`src/rtl/emif_buffer_loader.sv`:
```
// emif_buffer_loader: read-side EMIF initiator that copies a contiguous range of
// EMIF words into an ML block buffer port. It issues one read per cycle and
// drains the reads through a READ_LAT-deep valid pipe into registered buffer
// writes.
//
// Optional feature macro: EMIF_BUFFER_LOADER_CHECKSUM_EN
//   defined   -> checksum_o XOR-accumulates every word written to the buffer
//   undefined -> checksum_o is tied to zero and no accumulator is built
//
// state | meaning
// ------+--------------------------------------------------------------
// IDLE  | out of reset, waiting for start
// ISSUE | one EMIF read address per cycle, length cycles in total
// DRAIN | no new reads; waiting for the last buffer write to go out
// DONE  | done high, error valid; a new start is accepted here

module emif_buffer_loader #(
    parameter int EMIF_ADDR_WIDTH = 12,
    parameter int BUF_ADDR_WIDTH  = 8,
    parameter int DATA_WIDTH      = 128,
    parameter int READ_LAT        = 1
) (
    input  logic                       clk_i,
    input  logic                       reset_ni,
    input  logic                       start_i,
    input  logic [EMIF_ADDR_WIDTH-1:0] src_base_i,
    input  logic [BUF_ADDR_WIDTH-1:0]  dst_base_i,
    input  logic [BUF_ADDR_WIDTH:0]    length_i,
    output logic                       busy_o,
    output logic                       done_o,
    output logic                       error_o,
    output logic [EMIF_ADDR_WIDTH-1:0] emif_address_o,
    output logic                       emif_wen_o,
    output logic [DATA_WIDTH-1:0]      emif_datain_o,
    input  logic [DATA_WIDTH-1:0]      emif_dataout_i,
    output logic [BUF_ADDR_WIDTH-1:0]  buf_addr_o,
    output logic [DATA_WIDTH-1:0]      buf_datain_o,
    output logic                       buf_wen_o,
    output logic [DATA_WIDTH-1:0]      checksum_o
);

    typedef enum logic [1:0] {
        S_IDLE  = 2'd0,
        S_ISSUE = 2'd1,
        S_DRAIN = 2'd2,
        S_DONE  = 2'd3
    } state_e;

    localparam int LEN_W = BUF_ADDR_WIDTH + 1;
    // One extra bit so dst_base + length can exceed the buffer depth without wrapping.
    localparam int SUM_W = BUF_ADDR_WIDTH + 2;
    localparam logic [SUM_W-1:0] BUF_DEPTH = SUM_W'(1) << BUF_ADDR_WIDTH;

    state_e state_q, state_d;

    logic                       start_acc;
    logic                       len_zero;
    logic                       out_of_range;
    logic                       go_issue;
    logic                       issue_vld;
    logic                       issue_last;
    logic                       cap_vld;
    logic                       drain_last;
    logic [SUM_W-1:0]           dst_end;

    logic [LEN_W-1:0]           iss_left_q;
    logic [LEN_W-1:0]           cap_left_q;
    logic [EMIF_ADDR_WIDTH-1:0] addr_q;
    logic [BUF_ADDR_WIDTH-1:0]  dst_ptr_q;
    logic                       error_q;
    logic                       buf_wen_q;
    logic [BUF_ADDR_WIDTH-1:0]  buf_addr_q;
    logic [DATA_WIDTH-1:0]      buf_data_q;

    // start is only honoured when no transfer is in flight.
    assign start_acc    = start_i && ((state_q == S_IDLE) || (state_q == S_DONE));
    assign len_zero     = (length_i == '0);
    assign dst_end      = SUM_W'(dst_base_i) + SUM_W'(length_i);
    assign out_of_range = (dst_end > BUF_DEPTH);
    assign go_issue     = start_acc && !len_zero && !out_of_range;

    assign issue_vld    = (state_q == S_ISSUE);
    assign issue_last   = issue_vld && (iss_left_q == LEN_W'(1));
    // All captures have happened once cap_left reaches zero, so a write
    // pending in that state is the final one.
    assign drain_last   = buf_wen_q && (cap_left_q == '0);

    // State register.
    always_ff @(posedge clk_i or negedge reset_ni) begin
        if (!reset_ni) begin
            state_q <= S_IDLE;
        end else begin
            state_q <= state_d;
        end
    end

    // Next-state logic.
    always_comb begin
        state_d = state_q;
        case (state_q)
            S_IDLE, S_DONE: begin
                if (start_acc) begin
                    state_d = go_issue ? S_ISSUE : S_DONE;
                end
            end
            S_ISSUE: begin
                if (issue_last) begin
                    state_d = S_DRAIN;
                end
            end
            S_DRAIN: begin
                if (drain_last) begin
                    state_d = S_DONE;
                end
            end
            default: state_d = S_IDLE;
        endcase
    end

    // State-decoded outputs.
    always_comb begin
        busy_o = 1'b0;
        done_o = 1'b0;
        case (state_q)
            S_ISSUE, S_DRAIN: busy_o = 1'b1;
            S_DONE:           done_o = 1'b1;
            default: begin
                busy_o = 1'b0;
                done_o = 1'b0;
            end
        endcase
    end

    // Issue/capture down-counters, EMIF read address and buffer write pointer.
    always_ff @(posedge clk_i or negedge reset_ni) begin
        if (!reset_ni) begin
            iss_left_q <= '0;
            cap_left_q <= '0;
            addr_q     <= '0;
            dst_ptr_q  <= '0;
            error_q    <= 1'b0;
        end else begin
            if (start_acc) begin
                error_q <= out_of_range;
            end
            // Rejected and empty requests leave the EMIF address untouched.
            if (go_issue) begin
                iss_left_q <= length_i;
                cap_left_q <= length_i;
                addr_q     <= src_base_i;
                dst_ptr_q  <= dst_base_i;
            end else begin
                if (issue_vld) begin
                    iss_left_q <= iss_left_q - LEN_W'(1);
                    // The last issued address is held through DRAIN.
                    if (!issue_last) begin
                        addr_q <= addr_q + EMIF_ADDR_WIDTH'(1);
                    end
                end
                if (cap_vld) begin
                    cap_left_q <= cap_left_q - LEN_W'(1);
                    dst_ptr_q  <= dst_ptr_q + BUF_ADDR_WIDTH'(1);
                end
            end
        end
    end

    // Valid pipe matching the responder latency; its output marks the
    // cycle in which emif_dataout_i carries a requested word.
    generate
        if (READ_LAT == 0) begin : g_lat0
            assign cap_vld = issue_vld;
        end else if (READ_LAT == 1) begin : g_lat1
            logic vld_q;
            // Single-stage valid delay.
            always_ff @(posedge clk_i or negedge reset_ni) begin
                if (!reset_ni) begin
                    vld_q <= 1'b0;
                end else begin
                    vld_q <= issue_vld;
                end
            end
            assign cap_vld = vld_q;
        end else begin : g_latn
            logic [READ_LAT-1:0] vld_q;
            // Multi-stage valid shift register.
            always_ff @(posedge clk_i or negedge reset_ni) begin
                if (!reset_ni) begin
                    vld_q <= '0;
                end else begin
                    vld_q <= {vld_q[READ_LAT-2:0], issue_vld};
                end
            end
            assign cap_vld = vld_q[READ_LAT-1];
        end
    endgenerate

    // Capture returning read data into the registered buffer write port.
    always_ff @(posedge clk_i or negedge reset_ni) begin
        if (!reset_ni) begin
            buf_wen_q  <= 1'b0;
            buf_addr_q <= '0;
            buf_data_q <= '0;
        end else begin
            buf_wen_q <= cap_vld;
            if (cap_vld) begin
                buf_addr_q <= dst_ptr_q;
                buf_data_q <= emif_dataout_i;
            end
        end
    end

`ifdef EMIF_BUFFER_LOADER_CHECKSUM_EN
    logic [DATA_WIDTH-1:0] cksum_q;

    // XOR of every word presented on the buffer write port since the last start.
    always_ff @(posedge clk_i or negedge reset_ni) begin
        if (!reset_ni) begin
            cksum_q <= '0;
        end else if (start_acc) begin
            cksum_q <= '0;
        end else if (buf_wen_q) begin
            cksum_q <= cksum_q ^ buf_data_q;
        end
    end

    assign checksum_o = cksum_q;
`else
    assign checksum_o = '0;
`endif

    assign error_o        = error_q;
    assign emif_address_o = addr_q;
    assign emif_wen_o     = 1'b0;
    assign emif_datain_o  = '0;
    assign buf_wen_o      = buf_wen_q;
    assign buf_addr_o     = buf_addr_q;
    assign buf_datain_o   = buf_data_q;

endmodule

```
`config.mk`:
```
export PLATFORM = sky130hd
export DESIGN_NAME = emif_buffer_loader
export DESIGN_NICKNAME = d
export VERILOG_FILES = /design/src/rtl/emif_buffer_loader.sv
export SDC_FILE = /design/constraint.sdc
export NUM_CORES = 1
export LEC_CHECK = 0
export ABC_AREA = 1
export BUFFER_PORTS_ARGS = -buffer_cell sky130_fd_sc_hd__buf_4
export CAP_MARGIN = 40
export CORE_AREA = 2 2 219 221
export DETAILED_ROUTE_END_ITERATION = 6
export DIE_AREA = 0 0 221 223
export SLEW_MARGIN = 20
export SYNTH_ARGS = -nofsm -noshare
export SYNTH_HDL_FRONTEND = slang
export SYNTH_SLANG_ARGS = --single-unit
```
`constraint.sdc`:
```
create_clock -name clk_i -period 2.6 [get_ports clk_i]
set_input_delay 0.52 -clock clk_i [delete_from_list [all_inputs] [get_ports clk_i]]
set_output_delay 0.52 -clock clk_i [all_outputs]
set_load 0.01 [all_outputs]
```
==> metrics.sh, run 1 <==
YOSYS.AREA.TOP_TYPE_SHARE_PCT=43.49
WORSTPATHMAXFANOUT=35
PRE_CTS_WS_NS=-0.1126
CLKSLEWWORSTSETUPHOLDPATHS_NS=0.07
P_INT_W=0.004377
FIN_CRIT_NS=2.235
GP_CONGESTION=0.8377
CTS_ROOT_BUFFER='sky130_fd_sc_hd__clkbuf_16'
GLOBALROUTETOTALUTIL_PCT=11.24
GRT_OVERFLOW=0
VIAS=8545
HPWL_DETAILED_MM=21.23
CLOCK_INSERTION_DELAY_WORST_SKEW_NS=0.49
NUMBER_OF_SYNTHESIZED_REGISTER_BITS=179
CRIT_PATH_MAX_INCR_DELAY_NS=0.41
ANTENNA_FOUND_INITIAL=1
POST_CTS_RESIZED=0
FINISH.UTILIZATION_PCT=27.73
NET_SWITCHING_POWER_W=0.001604
CP_TOP_FAMILY='simple AND/OR/NAND/NOR gates'
SYNTH.TOP_CELLS.BY_AREA='sky130_fd_sc_hd__dfrtp_1 (43%), sky130_fd_sc_hd__nand2_1 (19%), sky130_fd_sc_hd__buf_4 (19%), sky130_fd_sc_hd__nand3_1 (3.6%), sky130_fd_sc_hd__ha_1 (2.1%)'
FINAL_SETUP_VIOLATION_COUNT=0
WORSTPATHCELLLIST='buf_4, ha_1, inv_1, fa_1, inv_1, nand3_1, nand3_1, nand2_1, nor2_1, nand2_1, nor2_1, nand2_1, nand2_4, nand3_2, buf_12, nand2_1, nand3_1'
CAP_VIOLATIONS=0
FINAL_NETS=1800
GRT_SETUP_UNREPAIRED='false'
SLEW_AT_THE_PIN_CLOSEST_TO_ITS_MAX_SLEW_LIMIT_NS=0.7209
SWSHARE_PCT=26.82
PATH_COMMON_CELL='sky130_fd_sc_hd__nand2_1'
POST_DRT_VIA_CELL_RATIO=3.796
WORST_SETUP_PATH_END_KIND='flop'
POST_SYNTH_NUM_CELL_TYPES=31
ROUTE.DETAILED.WL_PER_INST_UM=12.41
RUN_STATUS='finished, final reports clean'
POWER_DENSITY_nW_PER_UM2=457.5
IO_PINS=569
CLOCK.FMAX_GHz=0.4475
ROW_COUNT=80
CP-START-KIND='primary input'
SYNTHDOMINANTAREACELLTYPE='sky130_fd_sc_hd__dfrtp_1'
FINALPOWER_W=0.005981
FINAL_SETUP_SLACK_OF_THE_WORST_PATH_NS=0.3654
CLOCK_TREE_FROM_TRITONCTS='done'
TIMING_WORST_SETUP_PATH_TYPE='primary input to flop'
DIE_WIDTH_UM=221
SLEW_VIOLATIONS=0
WORST_CASE_CLOCK_BUFFER_DEPTH=2
CTS-HTREE-LEVELS=4
POWER.SEQUENTIAL.FRACTION_PCT=46.5
SYNTH.CELL_AREA_UM2=10300
CTS_MADE_BUFFERS=17
SYN2LAYOUT_AREA_GROWTH_PCT=26.93
RRSETUPSLACK_NS=0.42
POST-CTS-SETUP-BUFFER-COUNT=0
P_COMB_SHARE_PCT=9.9
INITIAL_CORE_UTILIZATION_PCT=21.85
TIMING.CRITICAL_PATH.BUF_INV=4
DRC_ERRORS=0
SYNTH-WARNING-COUNT=0
PERIOD_SHARE_PCT=85.95
FLOORPLAN.CORE_AREA_UM2=47150
P_LEAK_nW=6.813
DIE_HEIGHT_UM=223
DRT-INITIAL-DRC-COUNT=465
PORT-BUFFER-COUNT=311
DETAIL-ROUTE-ANTENNA-NETS=0
SEQ_AREA_FRAC_SYNTH_PCT=43.49
CLOCKPOWERSHARE_PCT=43.6
DRIVE_GT1_SHARE_PCT=23.55
WORST_HOLD_PATH_TYPE='primary input to asynchronous set/reset pin'
DRT_WL_TOTAL_MM=27.94
TRITONCTS_NUM_SINKS=179
REQUIRED_NS=2.95
GRT_MAX_DEGREE=141
VIA_COUNT_OF_THE_FIRST_GLOBAL_ROUTING_PASS=8079
WORST-ENDPOINT-ARRIVAL_NS=2.59
HOLD_VIOL=0
FULL_DIE_AREA_UM2=49280
DRT_PASS1_ITERATIONS=5
SYNTH_CELLS=1320
SLEW-LIMIT-HEADROOM_PCT=51.94
CTSHOLDBUFFERS=0
CLOCK_SKEW_NS=0.01462
WIRE_LENGTH_OF_THE_FIRST_GLOBAL_ROUTING_PASS_MM=43.48
POWER.IR.VDD_WORST_mV=0.3513
WORST_PATH_MAX_DELAY_CELL='sky130_fd_sc_hd__fa_1'
SYNTHESIS.AREA_PER_INSTANCE_UM2=7.803
final timing paths:
check	cells after the start	end	from
max	17	cap_left_q[4]	dst_base_i[0]
min in group clk_i	3	buf_datain_o[33]	emif_dataout_i[33]
min	1	buf_datain_o[52]	reset_ni
min reg2reg	2	buf_datain_o[35]	buf_datain_o[35]
max in group asynchronous	2	cap_vld	reset_ni
max reg2reg	9	state_q[1]	cap_left_q[0]
through the flow:
step                TNS [ns]  instances  area (um^2)  hold slack, ns
finish                     0       2251        13070         0.01478
global route               0       2250        13070         0.02247
CTS                        0       2250        13070        0.005704
detailed placement    -2.366       2218        12500          0.4597
global placement      -2.452       2218        12500          0.4540
floorplan                  0       1576        11260          0.2244
logic make-up (layout without fill, tap and decap cells):
logic type	Yosys count	count (layout)	share of synthesized area (%)
AO/OA/AOI/OAI	43	43	2.308
XOR/XNOR	14	14	1.190
adder cells (fa/ha/maj)	18	18	2.259
buffers and inverters	361	420	22.89
flip-flops	179	179	43.49
other	1	258	0.03641
AND/OR/NAND/NOR	704	704	27.83
placed cells by master (no fill, tap or decap), drive strengths merged:
cell type / instances
nand3: 76
buf: 332
nand4: 29
xnor2: 6
clkbuf: 20
ha: 17
conb: 257
nand2: 535
o21a: 2
nand3b: 2
fa: 1
clkinv: 3
a31oi: 2
bufinv: 1
or2: 11
xor2: 8
clkinvlp: 3
diode: 1
nor4: 1
nor3: 3
a21oi: 20
nor2: 47
dfrtp: 179
o21ai: 19
inv: 61
power by group through the flow:
stage | sequential, W | clock, W | combinational (W)
2_1_floorplan | 0.00284 | 0 | 0.000567
3_5_place_dp | 0.00284 | 0 | 0.000589
3_3_place_gp | 0.00284 | 0 | 0.000585
5_1_grt | 0.00278 | 0.00282 | 0.000659
4_1_cts | 0.00278 | 0.00271 | 0.000590
6_report | 0.00278 | 0.00261 | 0.000592
synthesized netlist by cell type:
| master | n |
|---|---|
| sky130_fd_sc_hd__nand4_1 | 29 |
| sky130_fd_sc_hd__ha_1 | 17 |
| sky130_fd_sc_hd__nor4_1 | 1 |
| sky130_fd_sc_hd__nand3_1 | 75 |
| sky130_fd_sc_hd__o21ai_0 | 14 |
| sky130_fd_sc_hd__o21a_1 | 2 |
| sky130_fd_sc_hd__nor2_1 | 47 |
| sky130_fd_sc_hd__or2_1 | 1 |
| sky130_fd_sc_hd__o21ai_2 | 3 |
| sky130_fd_sc_hd__or2_2 | 10 |
| sky130_fd_sc_hd__a21oi_1 | 19 |
| sky130_fd_sc_hd__nand2_1 | 533 |
| sky130_fd_sc_hd__buf_4 | 257 |
| sky130_fd_sc_hd__buf_6 | 4 |
| sky130_fd_sc_hd__conb_1 | 1 |
| sky130_fd_sc_hd__o21ai_1 | 2 |
| sky130_fd_sc_hd__fa_1 | 1 |
| sky130_fd_sc_hd__dfrtp_1 | 179 |
| sky130_fd_sc_hd__nand3b_1 | 2 |
| sky130_fd_sc_hd__clkbuf_1 | 35 |
| sky130_fd_sc_hd__a21oi_2 | 1 |
| sky130_fd_sc_hd__a31oi_1 | 2 |
| sky130_fd_sc_hd__inv_1 | 55 |
| sky130_fd_sc_hd__nand3_2 | 1 |
| sky130_fd_sc_hd__buf_2 | 6 |
| sky130_fd_sc_hd__nor3_1 | 3 |
| sky130_fd_sc_hd__nand2_4 | 1 |
| sky130_fd_sc_hd__xnor2_1 | 6 |
| sky130_fd_sc_hd__buf_1 | 4 |
| sky130_fd_sc_hd__nand2_2 | 1 |
| sky130_fd_sc_hd__xor2_1 | 8 |
cell type report:
cell class / instances / area, um^2
antenna: 1 / 2.502
clock buffer: 19 / 452.9
clock inverter: 13 / 120.1
fill: 5133 / 34070
inverter: 55 / 209.0
multi-input combinational: 1036 / 4431
sequential: 179 / 4483
tap: 615 / 769.5
timing repair buffer: 333 / 2606
layer usage:
| metal | wire [um] | global-route usage [%] |
|---|---|---|
| met3 | 1698 | 3.082 |
| met4 | 478 | 4.676 |
| met2 | 14600 | 19.66 |
| met1 | 11160 | 12.90 |
| met5 | 0 | 0 |
state kept, by name (all words and copies together) (netlist names):
| name | cells |
|---|---|
| dst_ptr_q | 8 |
| state_q | 2 |
| error_o | 1 |
| buf_addr_o | 8 |
| emif_address_o | 12 |
| iss_left_q | 9 |
| cap_vld | 1 |
| buf_datain_o | 128 |
| cap_left_q | 9 |
| buf_wen_o | 1 |
(Power assumes the default switching activity.)
==> run 2: changes to the inputs <==
- REMOVE_ABC_BUFFERS: not set -> 1
==> metrics.sh, run 2 (synthesis results as in run 1) <==
RUN_STATUS='finished, final reports clean'
FINAL_SETUP_VIOLATION_COUNT=0
CLOCK_INSERTION_DELAY_WORST_SKEW_NS=0.48
DPL-INSTANCE-AREA_UM2=12470
FINALPOWER_W=0.006134
WORST_PATH_MAX_DELAY_CELL='sky130_fd_sc_hd__fa_1'
WHS_PATH_DEPTH=3
CLKSLEWWORSTSETUPHOLDPATHS_NS=0.08
GLOBALROUTETOTALUTIL_PCT=11.23
DIE_WIDTH_UM=221
IO_PINS=569
WORST_HOLD_PATH_TYPE='primary input to flop'
P_INT_W=0.004477
ANTENNA_FOUND_INITIAL=0
HOLD_VIOL=0
NET_SWITCHING_POWER_W=0.001657
CLOCK_TREE_FROM_TRITONCTS='done'
CRIT_PATH_MAX_INCR_DELAY_NS=0.40
CP-START-KIND='primary input'
HPWL_DETAILED_MM=21.32
DRC_ERRORS=0
CAP_VIOLATIONS=0
DRT_PASS1_ITERATIONS=5
CLOCKPOWERSHARE_PCT=44.8
VIAS=8576
TRITONCTS_NUM_SINKS=179
ROUTE.DETAILED.WL_PER_INST_UM=12.53
SYN2LAYOUT_AREA_GROWTH_PCT=27.03
WORST-R2R-CELL-COUNT=9
LAYOUT_COMMON_CELLS='sky130_fd_sc_hd__nand2_1 (533), sky130_fd_sc_hd__buf_4 (322), sky130_fd_sc_hd__conb_1 (257), sky130_fd_sc_hd__dfrtp_1 (178), sky130_fd_sc_hd__nand3_1 (75)'
FIN_TNS_SETUP_NS=0
SWSHARE_PCT=27.01
DETAIL-ROUTE-ANTENNA-NETS=0
FINAL_NETS=1798
WORSTPATHCELLLIST='buf_4, ha_1, inv_1, fa_1, inv_1, nand3_1, nand3_1, nand2_1, nor2_1, nand2_1, nor2_1, nand2_1, nand2_4, nand3_2, buf_12, o21ai_0, o21ai_1'
SLEW_VIOLATIONS=0
POST_DRT_VIA_CELL_RATIO=3.815
P_LEAK_nW=6.821
DRIVE_GT1_SHARE_PCT=23.33
INITIAL_CORE_UTILIZATION_PCT=21.85
GRT_MAX_DEGREE=90
LARGEST_REGISTER_FF_COUNT=128
TIMING_WORST_SETUP_PATH_TYPE='primary input to flop'
CTS-HTREE-LEVELS=4
WORST_SETUP_PATH_END_KIND='flop'
WIRE_LENGTH_OF_THE_FIRST_GLOBAL_ROUTING_PASS_MM=43.64
GP_CONGESTION=0.8418
CLOCK.FMAX_GHz=0.4690
INSERTEDDIODECOUNT=0
PERIOD_SHARE_PCT=82.00
GRT_OVERFLOW=0
FINISH.UTILIZATION_PCT=27.75
WORST-ENDPOINT-ARRIVAL_NS=2.49
MOSTFREQUENTLAYOUTCELL='sky130_fd_sc_hd__nand2_1'
WORST_CASE_CLOCK_BUFFER_DEPTH=2
CLOCK_SKEW_NS=0.008893
CTS_MADE_BUFFERS=17
FULL_DIE_AREA_UM2=49280
REQUIRED_NS=2.96
FLOORPLAN.CORE_AREA_UM2=47150
FIN_CRIT_NS=2.132
POST_CTS_RESIZED=0
VIA_COUNT_OF_THE_FIRST_GLOBAL_ROUTING_PASS=8049
POWER.IR.VDD_WORST_mV=0.4007
P_COMB_SHARE_PCT=9.9
DESIGN_AREA_UM2=13080
DRT_WL_TOTAL_MM=28.17
GRT_SETUP_UNREPAIRED='false'
DIE_HEIGHT_UM=223
PATH_COMMON_CELL='sky130_fd_sc_hd__nand2_1'
ROW_COUNT=80
DRT-INITIAL-DRC-COUNT=383
CTS_ROOT_BUFFER='sky130_fd_sc_hd__clkbuf_16'
POWER.SEQUENTIAL.FRACTION_PCT=45.4
POWER_DENSITY_nW_PER_UM2=468.8
PORT-BUFFER-COUNT=311
WORSTPATHMAXFANOUT=42
-- run 2: through the flow --
stage	cells	worst slack, ns	hold slack, ns
2_1_floorplan	1270	-3.315	0.2244
3_3_place_gp	2215	-0.01409	0.4560
3_5_place_dp	2215	-0.02560	0.4598
4_1_cts	2248	0.5186	0.1859
5_1_grt	2248	0.3187	0.2021
6_report	2248	0.4679	0.2345
-- run 2: final timing paths --
path                                endpoint               start  slack [ns]
max                            cap_left_q[0]       dst_base_i[0]        0.47
min                         buf_datain_o[29]  emif_dataout_i[29]        0.23
max reg2reg                       state_q[1]       cap_left_q[0]        0.59
min reg2reg                buf_datain_o[105]   buf_datain_o[105]        0.47
max in group asynchronous      iss_left_q[6]            reset_ni        1.32
min in group asynchronous  buf_datain_o[106]            reset_ni        0.56
-- run 2: timing repair --
action,4_1_cts,5_1_grt
hold buffers,1,0
setup buffers,0,0
hold endpoints to repair,42,0
-- run 2: metal layers --
metal | GRT usage, % | routed length [um]
met1 | 13.52 | 11770
met3 | 3.358 | 1683
met2 | 18.31 | 13980
met4 | 5.456 | 739
met5 | 0 | 0
-- run 2: layout make-up --
class	count	area, um^2
clock inverters	13	165.2
repair buffers	331	2581
clock buffers	19	442.9
fillers	5117	34060
multi-input cells	1036	4431
flip-flops and latches	179	4483
well taps	615	769.5
inverters	55	211.5
-- run 2: worst max-delay path: cells and delay by family --
family	cells	cell delay [ns]
buf+inv	4	0.45
compound gates	2	0.16
fa+ha+maj	2	0.56
simple gates	9	0.79
-- run 2: power groups by stage --
stage               registers [W]  logic [W]  clock network [W]
finish                    0.00278   0.000605            0.00275
global route              0.00278   0.000671            0.00295
CTS                       0.00278   0.000600            0.00285
detailed placement        0.00284   0.000597                  0
global placement          0.00284   0.000594                  0
floorplan                 0.00284   0.000273                  0
==> run 3: changes to the inputs <==
- CORE_AREA: 2 2 219 221 -> 2 2 223 225
- DIE_AREA: 0 0 221 223 -> 0 0 225 227
- clock period: 2.6 -> 1.9 ns (I/O delays scaled with it)
==> metrics.sh, run 3 (synthesis results as in run 1) <==
TIMING_WORST_SETUP_PATH_TYPE='primary input to flop'
MOSTFREQUENTLAYOUTCELL='sky130_fd_sc_hd__nand2_1'
MIN_TO='buf_datain_o[83]'
FLOORPLAN.CORE_AREA_UM2=48550
CRIT_PATH_MAX_INCR_DELAY_NS=0.52
WORSTPATHCELLLIST='buf_8, ha_4, inv_2, fa_2, nand3b_1, nor2_1, nand2_1, nor2_1, nand2_1, nor2_1, nand2_1, nand2_4, buf_12, nand3_4, clkbuf_16, nand2_1, nand3_1'
POWER.IR.VDD_WORST_mV=0.4824
CAP_VIOLATIONS=0
RR_STARTPOINT='state_q[0]'
SLEW_AT_THE_PIN_CLOSEST_TO_ITS_MAX_SLEW_LIMIT_NS=0.5600
NET_SWITCHING_POWER_W=0.002167
PERIOD_SHARE_PCT=111.6
GRT_OVERFLOW=0
FIN_TNS_SETUP_NS=-6.222
DETAILROUTE.WIRELENGTH.MET3_MM=2.014
P_LEAK_nW=7.283
CLOCKPOWERSHARE_PCT=43.1
PORT-BUFFER-COUNT=311
RRSETUPSLACK_NS=-0.08
MET2_LENGTH_MM=14.91
P_COMB_SHARE_PCT=11.1
POWER.SEQUENTIAL.FRACTION_PCT=45.8
DRIVE_GT1_SHARE_PCT=28.17
VIOLATIONS='setup timing'
SYN2LAYOUT_AREA_GROWTH_PCT=35.35
DESIGN_AREA_UM2=13940
DRT_WL_TOTAL_MM=29.78
LAYOUT_COMMON_CELLS='sky130_fd_sc_hd__nand2_1 (527), sky130_fd_sc_hd__buf_4 (359), sky130_fd_sc_hd__conb_1 (257), sky130_fd_sc_hd__dfrtp_1 (178), sky130_fd_sc_hd__nand3_1 (54)'
WORST-ENDPOINT-ARRIVAL_NS=2.48
M1_WL_MM=12.32
WORSTPATHMAXFANOUT=9
P_INT_W=0.006141
REQUIRED_NS=2.26
FINAL_SETUP_SLACK_OF_THE_WORST_PATH_NS=-0.2198
CRIT_REG_REG_ENDPOINT='dst_ptr_q[6]'
CLOCK.FMAX_GHz=0.4718
FINAL_SETUP_VIOLATION_COUNT=39
WHS_PATH_DEPTH=3
FILLER_CELL_COUNT=5208
PRE_CTS_WS_NS=-0.5687
INITIAL_CORE_UTILIZATION_PCT=21.22
VIA_COUNT_OF_THE_FIRST_GLOBAL_ROUTING_PASS=8033
WORST-R2R-CELL-COUNT=9
DRT-INITIAL-DRC-COUNT=402
HOLD_WS_NS=0.09837
FINAL_NETS=1858
SLEW_VIOLATIONS=0
SWSHARE_PCT=26.08
FIN_CRIT_NS=2.120
INSERTEDDIODECOUNT=0
GRT_SETUP_UNREPAIRED='true'
ROUTED.TOP_LAYER='met4'
GP_CONGESTION=0.7843
DRT_PASS1_ITERATIONS=4
DIE_WIDTH_UM=225
DETAIL-ROUTE-ANTENNA-NETS=0
IO_PINS=569
VIAS=8815
ANTENNA_FOUND_INITIAL=0
CP-START-KIND='primary input'
LAUNCH_POINT_OF_THE_WORST_HOLD_PATH='emif_dataout_i[83]'
CLOCK_INSERTION_DELAY_WORST_SKEW_NS=0.48
GLOBALROUTETOTALUTIL_PCT=10.68
CTS_MADE_BUFFERS=17
HOLD_VIOL=0
HPWL_DETAILED_MM=21.70
RUN_STATUS='finished with violations'
CLOCK_TREE_FROM_TRITONCTS='done'
PATH_COMMON_CELL='sky130_fd_sc_hd__nand2_1'
FINALPOWER_W=0.008307
SLEW-LIMIT-HEADROOM_PCT=62.63
CTS-HTREE-LEVELS=4
DIE_HEIGHT_UM=227
WORST_HOLD_PATH_TYPE='primary input to flop'
LARGEST_REGISTER_FF_COUNT=128
TRITONCTS_NUM_SINKS=179
GRT_MAX_DEGREE=91
CLKSLEWWORSTSETUPHOLDPATHS_NS=0.07
WORST_CASE_CLOCK_BUFFER_DEPTH=2
WORST_SETUP_PATH_END_KIND='flop'
ROUTE.DETAILED.WL_PER_INST_UM=12.86
ROW_COUNT=81
FULL_DIE_AREA_UM2=51080
CLOCK_SKEW_NS=0.007860
POST_DRT_VIA_CELL_RATIO=3.808
POWER_DENSITY_nW_PER_UM2=595.9
DPL-INSTANCE-AREA_UM2=12820
WORST_PATH_MAX_DELAY_CELL='sky130_fd_sc_hd__fa_2'
WIRE_LENGTH_OF_THE_FIRST_GLOBAL_ROUTING_PASS_MM=42.17
DRC_ERRORS=0
CTS_ROOT_BUFFER='sky130_fd_sc_hd__clkbuf_16'
run 3: changes by cell type in the layout (fill, tap and decap cells not counted), moves of 4 or more:
cell	before	now
sky130_fd_sc_hd__o21ai_2	3	8
sky130_fd_sc_hd__clkbuf_16	17	23
sky130_fd_sc_hd__buf_6	0	5
sky130_fd_sc_hd__nand3_1	75	54
sky130_fd_sc_hd__nand3_2	1	21
sky130_fd_sc_hd__nand2_2	1	6
sky130_fd_sc_hd__buf_12	7	14
sky130_fd_sc_hd__buf_4	322	359
sky130_fd_sc_hd__buf_8	0	4
sky130_fd_sc_hd__nand2_1	533	527
run 3: timing repair:
action                     4_1_cts  5_1_grt
setup buffers                    0        8
hold buffers                     1        0
gates resized for setup          3       53
hold endpoints to repair        39        0
gates cloned                     0       12
setup endpoints to repair       24       40
pin swaps                        0       17
run 3: how the worst max path moves through the flow:
stage	startpoint	endpoint	cells after the start
2_1_floorplan	cap_vld	dst_ptr_q[2]	6
3_5_place_dp	dst_base_i[0]	dst_ptr_q[6]	16
6_report	length_i[0]	emif_address_o[11]	17
3_3_place_gp	dst_base_i[0]	state_q[1]	16
4_1_cts	dst_base_i[0]	cap_left_q[4]	17
5_1_grt	length_i[0]	iss_left_q[1]	17
run 3: metal layers:
metal | GRT usage [%] | up-vias
li1 | - | 4309
met1 | 12.86 | 4141
met2 | 17.54 | 335
met3 | 3.394 | 30
met4 | 4.614 | 0
met5 | 0 | -
run 3: power groups by stage:
stage | clock network, W | registers, W | logic, W
final | 0.00358 | 0.00381 | 0.000919
after global routing | 0.00388 | 0.00381 | 0.00102
after detailed placement | 0 | 0.00388 | 0.000854
after floorplan | 0 | 0.00388 | 0.000374
after CTS | 0.00374 | 0.00381 | 0.000858
after global placement | 0 | 0.00388 | 0.000850
run 3: worst max-delay path: cells and delay by family:
family,cells,cell delay (ns)
fa+ha+maj,2,0.65
buf+inv,4,0.46
simple gates,11,1.02
run 3: through the flow:
stage	cells	utilization (%)
6_report	2315	28.72
5_1_grt	2315	28.72
4_1_cts	2295	27.65
3_5_place_dp	2262	26.41
3_3_place_gp	2262	26.41
2_1_floorplan	1270	-
run 3: area by class of cell:
class / count / area [um^2] / area share, %
clock buffers: 23 / 488.0 / 3.500
flip-flops and latches: 179 / 4483 / 32.16
clock inverters: 9 / 93.84 / 0.6731
multi-input cells: 1037 / 4623 / 33.16
repair buffers: 390 / 3266 / 23.42
inverters: 55 / 209.0 / 1.499
well taps: 622 / 778.2 / 5.582
